$ cat src/rtl/cpu_types_pkg.sv
// Shared CPU-side types: RAM handshake states, word type, and the memory
// controller FSM encoding plus its error-load constant.
package cpu_types_pkg;

  typedef logic [31:0] word_t;

  typedef enum logic [1:0] {
    FREE   = 2'd0,
    BUSY   = 2'd1,
    ACCESS = 2'd2,
    ERROR  = 2'd3
  } ramstate_t;

  typedef enum logic [1:0] {
    IDLE = 2'd0,
    DREQ = 2'd1,
    IREQ = 2'd2
  } memctl_state_t;

  localparam word_t BAD_WORD = 32'hBAD1BAD1;

endpackage

$ cat src/rtl/memory_control.sv
// Arbitrates instruction fetches and data accesses onto a single-port,
// variable-latency RAM; a watchdog forces completion on RAM error or stall.
module memory_control
  import cpu_types_pkg::*;
#(
  parameter int                WORD_W   = 32,
  parameter int                TIMEOUT  = 255,
  parameter logic [WORD_W-1:0] BAD_WORD = cpu_types_pkg::BAD_WORD
) (
  input  logic              CLK,
  input  logic              nRST,
  input  logic              iREN,
  input  logic [WORD_W-1:0] iaddr,
  output logic [WORD_W-1:0] iload,
  output logic              ihit,
  input  logic              dREN,
  input  logic              dWEN,
  input  logic [WORD_W-1:0] daddr,
  input  logic [WORD_W-1:0] dstore,
  output logic [WORD_W-1:0] dload,
  output logic              dhit,
  output logic              ramREN,
  output logic              ramWEN,
  output logic [WORD_W-1:0] ramaddr,
  output logic [WORD_W-1:0] ramstore,
  input  logic [WORD_W-1:0] ramload,
  input  logic [1:0]        ramstate,
  output logic              merr,
  output logic              busy
);

  localparam int CNT_W = $clog2(TIMEOUT + 1);
  localparam logic [CNT_W-1:0] CNT_LAST = CNT_W'(TIMEOUT - 1);

  memctl_state_t     state_reg, state_next;
  logic [CNT_W-1:0]  cnt_reg, cnt_next;
  logic              merr_reg, merr_next;
  logic [WORD_W-1:0] addr_reg, addr_next;
  logic [WORD_W-1:0] store_reg, store_next;
  logic              write_reg, write_next;

  ramstate_t         rs;
  logic              ram_ok;
  logic              ram_err;
  logic [WORD_W-1:0] load_val;

  assign rs       = ramstate_t'(ramstate);
  assign ram_ok   = (rs == ACCESS);
  // Timeout fires on the last allowed wait cycle so the hit lands TIMEOUT cycles after the grant.
  assign ram_err  = (rs == ERROR) || ((cnt_reg == CNT_LAST) && !ram_ok);
  assign load_val = ram_err ? BAD_WORD : ramload;

  assign merr = merr_reg;
  assign busy = (state_reg != IDLE);

  always_ff @(posedge CLK or negedge nRST) begin
    if (!nRST) begin
      state_reg <= IDLE;
      cnt_reg   <= '0;
      merr_reg  <= 1'b0;
      addr_reg  <= '0;
      store_reg <= '0;
      write_reg <= 1'b0;
    end else begin
      state_reg <= state_next;
      cnt_reg   <= cnt_next;
      merr_reg  <= merr_next;
      addr_reg  <= addr_next;
      store_reg <= store_next;
      write_reg <= write_next;
    end
  end

  always_comb begin
    state_next = state_reg;
    cnt_next   = cnt_reg;
    merr_next  = merr_reg;
    addr_next  = addr_reg;
    store_next = store_reg;
    write_next = write_reg;
    ramREN     = 1'b0;
    ramWEN     = 1'b0;
    ramaddr    = '0;
    ramstore   = '0;
    ihit       = 1'b0;
    dhit       = 1'b0;
    iload      = '0;
    dload      = '0;

    case (state_reg)
      IDLE: begin
        cnt_next = '0;
        // Data side wins; a simultaneous read+write is treated as a write.
        if (dREN || dWEN) begin
          addr_next  = daddr;
          store_next = dstore;
          write_next = dWEN;
          state_next = DREQ;
        end else if (iREN) begin
          addr_next  = iaddr;
          store_next = '0;
          write_next = 1'b0;
          state_next = IREQ;
        end
      end

      DREQ, IREQ: begin
        ramaddr  = addr_reg;
        ramstore = store_reg;
        ramWEN   = (state_reg == DREQ) && write_reg;
        ramREN   = (state_reg == IREQ) || ((state_reg == DREQ) && !write_reg);
        if (ram_ok || ram_err) begin
          if (state_reg == DREQ) begin
            dhit  = 1'b1;
            dload = load_val;
          end else begin
            ihit  = 1'b1;
            iload = load_val;
          end
          if (ram_err) merr_next = 1'b1;
          cnt_next   = '0;
          state_next = IDLE;
        end else begin
          cnt_next = cnt_reg + 1'b1;
        end
      end

      default: state_next = IDLE;
    endcase
  end

endmodule

$ cat config.mk
export PLATFORM = sky130hd
export DESIGN_NAME = memory_control
export DESIGN_NICKNAME = d
export VERILOG_FILES = /design/src/rtl/cpu_types_pkg.sv /design/src/rtl/memory_control.sv
export SDC_FILE = /design/constraint.sdc
export NUM_CORES = 1
export LEC_CHECK = 0
export CAP_MARGIN = 0
export CORE_MARGIN = 1.5
export CORE_UTILIZATION = 40
export DETAILED_ROUTE_END_ITERATION = 8
export GPL_TIMING_DRIVEN = 0
export HOLD_SLACK_MARGIN = 0.08
export PLACE_DENSITY_LB_ADDON = 0.1
export SETUP_SLACK_MARGIN = 0.15
export SYNTH_ARGS = -nofsm -noshare
export SYNTH_HDL_FRONTEND = slang
export SYNTH_SLANG_ARGS = --single-unit
$ cat constraint.sdc
create_clock -name CLK -period 5.47 [get_ports CLK]
set_input_delay 1.641 -clock CLK [delete_from_list [all_inputs] [get_ports CLK]]
set_output_delay 1.641 -clock CLK [all_outputs]
set_load 0.02 [all_outputs]
==> results by group <==
Yosys
  – Register area share after synthesis: between 40% and 50%
  – Synth Flop Type: dfrtp_1
  – Cells after synthesis: 450
  – Avg Cell Area, Syn: 9.46 sq um
  – EDFF count, synth: 0
  – Mapped Nets: just under 600
  – Flops & latches, synth: 76
  – Netlist Area Pre-Place: 4260 sq um
  – Yosys warns: 0
  – Yosys cell types: 41
  – Post-synth ARST share: between 90% and 100%

Detailed routing
  – DR DRC count: 0
  – Routed wire length: roughly 14000 microns
  – Total vias in the final route: 4319
  – Wire per inst: between 15 and 20 microns
  – Via/cell ratio: 4.96
  – Post-DRT Antenna Nets: 0
  – Iteration-0 DRC Markers: 193
  – DRT Pass-1 Iters: 4

Die
  – Initial Util: between 40% and 50%
  – Die area: 11300 sq um
  – Core box area: 10300 sq um
  – Die height: 106 microns
  – I/O pin count: 269
  – Number of cell rows: 37
  – Die X: 106 microns

Worst setup path
  – Arrival time at the worst endpoint: about 3.6 ns
  – Worst EP required: ~3.8 ns
  – R2r setup slk: 3.64 ns
  – Crit-path max FO: 10
  – Critical Path End Type: output pin
  – CP max-delay cell: clkdlybuf4s50_1
  – Reg2reg start: state_reg[0]
  – R2r endpoint: cnt_reg[1]
  – Worst setup path class: primary input to output pin
  – Max incr delay on CP: slightly above 0.6 ns
  – Most used cell, CP: clkdlybuf4s50_1
  – Crit path max-delay family: buffers and inverters
  – Crit path buf inv count: 4
  – Worst reg2reg path depth: 5
  – Crit-path cells: clkdlybuf4s50_1, nand2b_1, buf_2, nor2_4, clkbuf_2, and2_1, clkdlybuf4s50_1
  – Startpoint Class: primary input

Clock tree
  – H-tree Lvls: 3
  – TritonCTS Buffers: 9
  – Clock sinks: 76
  – Worst-path clk slew: around 0.080 ns
  – CTS Hold Bufs: 0
  – Setup bufs post-CTS: 0
  – CTS tree: yes
  – CTS root buf: clkbuf_8
  – Worst-Skew Late Latency: roughly 0.37 ns
  – Max Root-Sink Buffers: 2

Place
  – Final estimated routing congestion in global placement: slightly above 0.8
  – Dpl hpwl: between 10000 and 15000 microns
  – Post-DP Area: 7140 sq um
  – IO buf count: 268

STA
  – Worst Skew: around 0.019 ns
  – Slew Limit Fails: 0
  – Fin crit share: between 90 and 100%
  – Minimum clock period: about 5.3 ns
  – Max_slew headroom: between 70% and 80%
  – Final hold viol count: 0
  – RSZ-0062 raised after global routing: true
  – Fmax: ~0.19 GHz
  – Count of final setup violators: 0
  – Slew @ Worst Pin: 0.426 ns

Global route
  – Number of global-route vias before repair: 4300
  – First-pass GRT wire length: 22000 microns
  – Gr ovfl total: 0
  – Largest net degree at the start of global routing: between 50 and 60
  – GRT Util Overall: roughly 25%
  – Initial antenna violation count: 0

Run
  – MaxCap Viol Count: 0

Min path
  – Worst Min Path Start: addr_reg[21]
  – Min-delay worst type: flip-flop to flip-flop
  – Hold endpoint: addr_reg[21]
  – Hold path depth: 2

Status
  – Status: finished, final reports clean

Pwr
  – P_leak: about 3.2 nW
  – Total Power: approximately 3.9 mW
  – Pwr dens: 535 nW/um^2
  – Worst vdd ir: about 0.33 mV

Finish
  – Fraction of layout instances using a drive strength above 1: between 8 and 9%
  – Nets: 871
  – Area grow syn2layout: 72.3%
  – Fin area: 7340 sq um
  – Utilization after layout: between 70% and 80%
  – Ant diodes: 0
==> cell usage in the layout (no fill, tap or decap), types with 3 or more instances in the layout <==
cell type / n
clkdlybuf4s50_1: 264
and2_1: 93
dfrtp_1: 76
nor2_1: 52
nand2_1: 39
a22o_1: 34
mux2i_1: 32
o21ai_0: 24
buf_2: 13
o21ai_1: 12
clkbuf_1: 9
clkbuf_8: 9
nor2_2: 8
inv_1: 7
ha_1: 6
a21oi_1: 5
buf_4: 4
nor2_4: 3
buf_6: 3
clkinvlp_4: 3
dlymetal6s2s_1: 3
==> per-stage QoR <==
stage               hold slack [ns]  std cells  setup WS (ns)  setup TNS, ns
floorplan                     0.442        450           1.25              0
finish                        0.476        871          0.205              0
global route                  0.495        871          0.107              0
detailed placement            0.464        855        -0.0233        -0.0899
CTS                           0.482        871          0.153              0
global placement              0.454        854         0.0262              0
==> layout make-up <==
cell class,instances,area [sq um]
tap,136,170
multi-input combinational,336,2160
timing repair buffer,269,2720
fill,798,2990
buffer,31,180
sequential,76,1900
inverter,7,26.3
clock inverter,7,60.1
clock buffer,9,124
==> routing by layer <==
layer / part of all wire, % / up-vias / track usage [%]
met5: 0 / - / 0
met4: 2.0 / 0 / 8.59
met3: 5.8 / 22 / 5.82
met2: 51 / 165 / 43.3
met1: 41 / 2070 / 30.3
li1: - / 2062 / -
==> how the worst max path moves through the flow <==
stage                      from   endpoint  cells past startpoint
floorplan           ramstate[0]  dload[10]                      5
global placement    ramstate[1]  dload[24]                      7
detailed placement  ramstate[1]  dload[24]                      7
CTS                 ramstate[1]  iload[18]                      6
global route        ramstate[1]  dload[24]                      7
finish              ramstate[1]  dload[24]                      7
==> cell usage after synthesis, types with 2 or more instances <==
library cell | instances | share of area (%)
a22o_1 | 34 | 7.0
buf_2 | 13 | 1.5
dfrtp_1 | 76 | 45
buf_4 | 3 | 0.53
mux2i_1 | 32 | 7.5
o21ai_1 | 12 | 1.4
a21oi_1 | 5 | 0.59
a21o_1 | 2 | 0.35
and2_1 | 93 | 14
nor2_2 | 8 | 1.2
nand3_1 | 2 | 0.24
buf_6 | 3 | 0.79
nand2_1 | 39 | 3.4
clkbuf_1 | 11 | 0.97
nor2_1 | 53 | 4.7
nor2_4 | 2 | 0.53
ha_1 | 6 | 1.8
nand2b_2 | 2 | 0.41
nand2b_1 | 2 | 0.29
inv_1 | 7 | 0.62
o21ai_0 | 24 | 2.8
xnor2_1 | 2 | 0.41
==> power by group <==
group	internal, mW	leakage (nW)	switching [mW]
sequential	0.809	0.946	0.130
combinational	1.21	2.13	1.37
clock	0.171	0.0840	0.235
==> what timing repair did <==
| item | in CTS | in global routing |
|---|---|---|
| endpoints found under the setup margin | 10 | 20 |
| gates cloned | 0 | 0 |
| gates resized for setup | 2 | 6 |
==> cell families after synthesis <==
group                    after synthesis  synth area share [%]
AND/OR/NAND/NOR                      210                  26.4
flip-flops                            76                  44.7
buffers and inverters                 38                  4.79
XOR/XNOR                               3                 0.617
multiplexers                          32                  7.52
adder cells (fa/ha/maj)                6                  1.76
AO/OA/AOI/OAI                         85                  14.3
==> worst register-to-register path, stage by stage (launching register included) <==
cell and delay, ns:
dfrtp_1 0.42, inv_1 0.08, ha_1 0.46, buf_2 0.31
inv_1 0.10, o41ai_1 0.35
(Power assumes the default switching activity.)
